**src/rtl/div_55.sv**
```systemverilog
// div_55 -- odd-ratio clock divider, clk_div = clk / DIV_N at 50% duty.
//
// Two mirrored counter/phase pairs run on opposite edges of clk; OR-ing the
// half-cycle-offset phases stretches the high time by half a clk period,
// giving an exact 50% duty for odd DIV_N.
//
// Optional macro DIV_EVEN_EN: also accept even DIV_N. For even DIV_N only the
// rising-edge pair is used (H = DIV_N/2), and the falling-edge pair is held 0.
//
// Ports:
//   clk        in   source clock, both edges used
//   rst_n      in   asynchronous active-low reset
//   clk_div    out  divided clock (combinational OR of the two phases)
//   cnt1_r     out  rising-edge counter, 0..DIV_N-1
//   cnt2_r     out  falling-edge counter, 0..DIV_N-1
//   clk_div1_r out  rising-edge phase register
//   clk_div2_r out  falling-edge phase register
`timescale 1ns/1ps
module div_55 #(
    parameter int unsigned DIV_N = 55,
    parameter int unsigned CW    = 6
) (
    input  logic          clk,
    input  logic          rst_n,
    output logic          clk_div,
    output logic [CW-1:0] cnt1_r,
    output logic [CW-1:0] cnt2_r,
    output logic          clk_div1_r,
    output logic          clk_div2_r
);

`ifdef DIV_EVEN_EN
    localparam bit EVEN_OK = 1'b1;
`else
    localparam bit EVEN_OK = 1'b0;
`endif

    localparam bit            IS_EVEN = (DIV_N % 2) == 0;
    localparam int unsigned   H       = IS_EVEN ? DIV_N / 2 : (DIV_N - 1) / 2;
    localparam logic [CW-1:0] LAST    = CW'(DIV_N - 1);
    localparam logic [CW-1:0] HCMP    = CW'(H);

    // Elaboration-time legality check of the configuration
    if ((IS_EVEN && !EVEN_OK) || (DIV_N < 3) || ((64'd1 << CW) < 64'(DIV_N))) begin : g_param_err
        $error("div_55: illegal configuration DIV_N=%0d CW=%0d", DIV_N, CW);
    end

    // Wrap on >= LAST so a corrupted (out-of-range) count recovers in one edge
    logic [CW-1:0] cnt1_nxt;
    assign cnt1_nxt = (cnt1_r >= LAST) ? '0 : cnt1_r + CW'(1);

    // Rising-edge counter/phase pair
    always_ff @(posedge clk or negedge rst_n) begin
        if (!rst_n) begin
            cnt1_r     <= '0;
            clk_div1_r <= 1'b0;
        end else begin
            cnt1_r     <= cnt1_nxt;
            clk_div1_r <= (cnt1_nxt < HCMP);
        end
    end

    if (IS_EVEN) begin : g_even
        // Even ratio: the rising-edge phase alone is already 50% duty
        assign cnt2_r     = '0;
        assign clk_div2_r = 1'b0;
        assign clk_div    = clk_div1_r;
    end else begin : g_odd
        logic [CW-1:0] cnt2_nxt;
        assign cnt2_nxt = (cnt2_r >= LAST) ? '0 : cnt2_r + CW'(1);

        // Falling-edge counter/phase pair, trails the rising pair by half a period
        always_ff @(negedge clk or negedge rst_n) begin
            if (!rst_n) begin
                cnt2_r     <= '0;
                clk_div2_r <= 1'b0;
            end else begin
                cnt2_r     <= cnt2_nxt;
                clk_div2_r <= (cnt2_nxt < HCMP);
            end
        end

        // OR extends the high phase by the half-period offset
        assign clk_div = clk_div1_r | clk_div2_r;
    end

endmodule

```
**config.mk**
```make
export PLATFORM = sky130hd
export DESIGN_NAME = div_55
export DESIGN_NICKNAME = d
export VERILOG_FILES = /design/src/rtl/div_55.sv
export SDC_FILE = /design/constraint.sdc
export NUM_CORES = 1
export LEC_CHECK = 0
export BUFFER_PORTS_ARGS = -buffer_cell sky130_fd_sc_hd__buf_2
export CORE_MARGIN = 5
export CORE_UTILIZATION = 50
export DETAILED_ROUTE_END_ITERATION = 6
export GPL_TIMING_DRIVEN = 0
export HOLD_SLACK_MARGIN = 0.05
export PLACE_DENSITY = 0.81
export SYNTH_ARGS = -nofsm -noshare
export SYNTH_HDL_FRONTEND = slang
export SYNTH_SLANG_ARGS = --single-unit
```
**constraint.sdc**
```tcl
create_clock -name clk -period 2.1 [get_ports clk]
set_input_delay 0.105 -clock clk [delete_from_list [all_inputs] [get_ports clk]]
set_output_delay 0.105 -clock clk [all_outputs]
set_load 0.005 [all_outputs]
```
# Yosys cells after proc, flatten, opt, wreduce, memory -nomap -nowiden
# Cells that the tools add are included.
dict set report totals {
  out_inout_bits 15
  wordCells 13
  input_bits 2
  register_bits 14
}
dict set report classes {
  addsub 2
  magnitude_cmp 4
  mux 2
  bitwise 1
}
# cell count
set op_table {}
lappend op_table {{$add 6x1->6 const B} 2}
lappend op_table {{$ge 6x6->1 const B} 2}
lappend op_table {{$lt 6x5->1 const B} 2}
lappend op_table {{$mux 6} 2}
lappend op_table {{$or 1x1->1} 1}

# Longest topological paths before layout
dict set report depth {
  ltp_word 3
  ltp_mapped 6
  mapped_depth_nobuf 6
}

==> flow_summary.yaml <==
power_and_ir_drop:
  p_leak_nw: 0.428
  p_per_area_nw_per_um2: 491
  power_w: 0.000428
  ir_drop_mv: 0.505
worst_setup_path:
  crit_fanout: 2
  r2r-end: "clk_div1_r"
  r2r_slack_ps: 370
  critPathLaunchType: "register"
  ff2ff_path_depth: 5
  crit_family: "flip-flops"
  cp_slowest_cell: "dfrtn_1"
  crit_type: "reg2out"
  crit_path_end_kind: "output port"
  crit_buf_inv: 1
  cp.required_ps: 2000
  timing.rr.start: "cnt1_r[0]"
  crit_chain: "or2_4, buf_6"
  cp-startpoint: "clk_div2_r"
  critical-path-max-stage-delay_ps: 340
  crit_end: "clk_div"
  cp.arrival_ps: 2010
  cp.depth: 2
cells_and_area:
  syn_to_final_growth_pct: 24.9
  fillers: 110
  instances_no_fill: 110
  nets: 102
  fin_area_um2: 872
  layout-drive-gt1-share_pct: 28.4
  antennaDiodeCount: 0
global_routing:
  grt_pass1_wl_mm: 2.28
  grt_overflow: 0
  antenna_found_initial: 0
  grt_usage_pct: 14.9
  first_global_vias: 541
  grt_max_degree: 15
yosys:
  syn-cell-area_um2: 698
  ys_seq_area_share_pct: 50.2
  synth_cell_types: 26
  syn_avg_cell_area_um2: 9.97
  synthesis.nets: 76
  yosys_warnings: 0
  synth-seq-cells: 14
  synthesis.instances: 70
floorplanning:
  core_area_um2: 1320
  num_io_pins: 17
  dieArea_um2: 2240
  die_y_um: 47.4
  start_util_pct: 53.0
  die_w_um: 47.4
  rows: 13
run_status:
  status: "complete, but fails checks"
  violations: "setup timing"
placement:
  dp_cells: 101
  port_buffers: 16
  dpl_worst_slack_ps: 217
  hpwl_um: 980
  gp_congestion: 0.758
  place_area_um2: 797
hold_path:
  hp-class: "in2async"
timing:
  setup_viol: 1
  max_slew.worst_pin.slew_ps: 497
  slew_headroom_pct: 66.9
  fin_skew_ps: 8.57
  tns_ps: -14.1
  slew_violations: 0
  layout_setup_ws_ps: -14.1
  rsz0062_at_grt: "true"
  hold_violations: 0
clocking:
  clock-root-buffer: "clkbuf_4"
  clk_pin_slew_worst_paths_ps: 80
  h-tree-depth: 1
  cts_buffer_depth: 2
  cts_buffers: 3
  clock-sinks: 14
  cts_tree: "yes"
  insertion_delay_ps: 270
drt:
  drt.antenna.violating_nets: 0
  viasPerCell: 5.24
  num_vias: 576
  drc: 0
  initialDrtViolationCount: 12
  wl_mm: 1.41
  drtPass1Iterations: 4
  post_drt_wl_per_cell_um: 12.8
flow_run:
  maxCapViolCount: 0
==> kinds of logic (layout without fill, tap and decap cells) <==
| kind of cell | count (synthesis) | in the layout | share of synthesized area (%) |
|---|---|---|---|
| and+or+nand+nor | 27 | 27 | 20.1 |
| DFF | 14 | 14 | 50.2 |
| xor gates and xnor gates | 5 | 5 | 6.27 |
| buffers and inverters | 4 | 29 | 2.15 |
| adders and majority gates | 4 | 4 | 7.17 |
| AOI/OAI and AO/OA | 16 | 16 | 14.2 |
==> metal layers <==
layer	global-route usage (%)	share of wire, %	vias up
met1	19.3	45	267
li1	-	-	292
met5	0	0	-
met3	6.13	5.1	2
met2	22.5	50	15
met4	4.97	0.28	0
==> sequential cells by signal, summed over array words and instances (netlist names) <==
name / cells
cnt1_r: 6
cnt2_r: 6
clk_div1_r: 1
clk_div2_r: 1
==> area by class of cell <==
type | count | area [um^2] | area share, %
clock buffers | 4 | 26.3 | 3.01
inverters | 4 | 15.0 | 1.72
multi-input cells | 52 | 335 | 38.5
flip-flops and latches | 14 | 350 | 40.2
well taps | 15 | 18.8 | 2.15
repair buffers | 21 | 126 | 14.5
==> where the power goes <==
group / switching, W / leakage (nW) / internal [W] / total, W
logic: 0.00000493 / 0.246 / 0.00000189 / 0.00000683
clock network: 0.0000775 / 0.0150 / 0.0000736 / 0.000151
registers: 0 / 0.167 / 0.000270 / 0.000270
total: 0.0000824 / 0.428 / 0.000346 / 0.000428
==> how the worst min path moves through the flow <==
stage               startpoint          to  slack (ps)
global placement         rst_n   cnt1_r[0]           9
global route             rst_n   cnt1_r[5]         260
detailed placement       rst_n   cnt1_r[1]          10
finish                   rst_n   cnt1_r[3]         240
floorplan                rst_n  clk_div1_r        -190
CTS                      rst_n   cnt1_r[3]         240
==> repair_timing <==
item	CTS	global route
buffers inserted	0	4
hold buffers	1	0
setup endpoints to repair	1	4
gates resized for setup	2	0
pin swaps	1	0
hold endpoints to repair	7	0
==> per-stage QoR <==
step | hold WS, ps | utilization, %
3_3_place_gp | 8.91 | 60.5
4_1_cts | 244 | 63.9
3_5_place_dp | 12.9 | 60.5
5_1_grt | 263 | 66.2
6_report | 243 | 66.2
2_1_floorplan | -191 | -
==> worst register-to-register path, stage by stage (launching register included) <==
cell and delay (ps):
dfrtp_1 440, inv_1 70, ha_1 330, or4_1 510, a32oi_1 220, nor3b_1 70
==> cell usage after synthesis <==
cell | instances | area (um^2)
a211oi_1 | 1 | 7.51
a21oi_1 | 4 | 20.0
a21oi_2 | 1 | 8.76
a31oi_1 | 1 | 6.26
a32oi_1 | 1 | 8.76
and2b_2 | 1 | 8.76
and3_2 | 1 | 7.51
dfrtn_1 | 7 | 175
dfrtp_1 | 7 | 175
ha_1 | 4 | 50.1
inv_1 | 4 | 15.0
nand2_1 | 3 | 11.3
nand2b_1 | 2 | 12.5
nand3_1 | 3 | 15.0
nand3b_1 | 1 | 7.51
nor2_1 | 10 | 37.5
nor2b_1 | 1 | 6.26
nor3b_1 | 1 | 7.51
o211ai_1 | 1 | 7.51
o21ai_0 | 5 | 25.0
o21bai_1 | 2 | 15.0
or2_2 | 1 | 6.26
or3_1 | 2 | 12.5
or4_1 | 1 | 7.51
xnor2_1 | 3 | 26.3
xor2_1 | 2 | 17.5
==> layout by cell type (no fill, tap or decap) <==
cell type,synthesis,final
clkbuf_1,0,1
a211oi_1,1,1
inv_1,4,4
dfrtp_1,7,7
a21oi_2,1,1
a31oi_1,1,1
or2_4,0,1
or3_1,2,2
nand2b_1,2,2
nand3b_1,1,1
nor2_1,10,10
xnor2_1,3,3
ha_1,4,4
buf_6,0,1
o21bai_1,2,2
a21oi_1,4,4
buf_4,0,4
buf_2,0,15
nor3b_1,1,1
nor2b_1,1,1
clkbuf_4,0,3
a32oi_1,1,1
o211ai_1,1,1
nand3_1,3,3
nand2_1,3,3
and2b_2,1,1
o21ai_0,5,5
dfrtn_1,7,7
and3_2,1,1
xor2_1,2,2
or4_1,1,1
dlygate4sd3_1,0,1
Note: power is estimated with default switching activity, not from simulation.
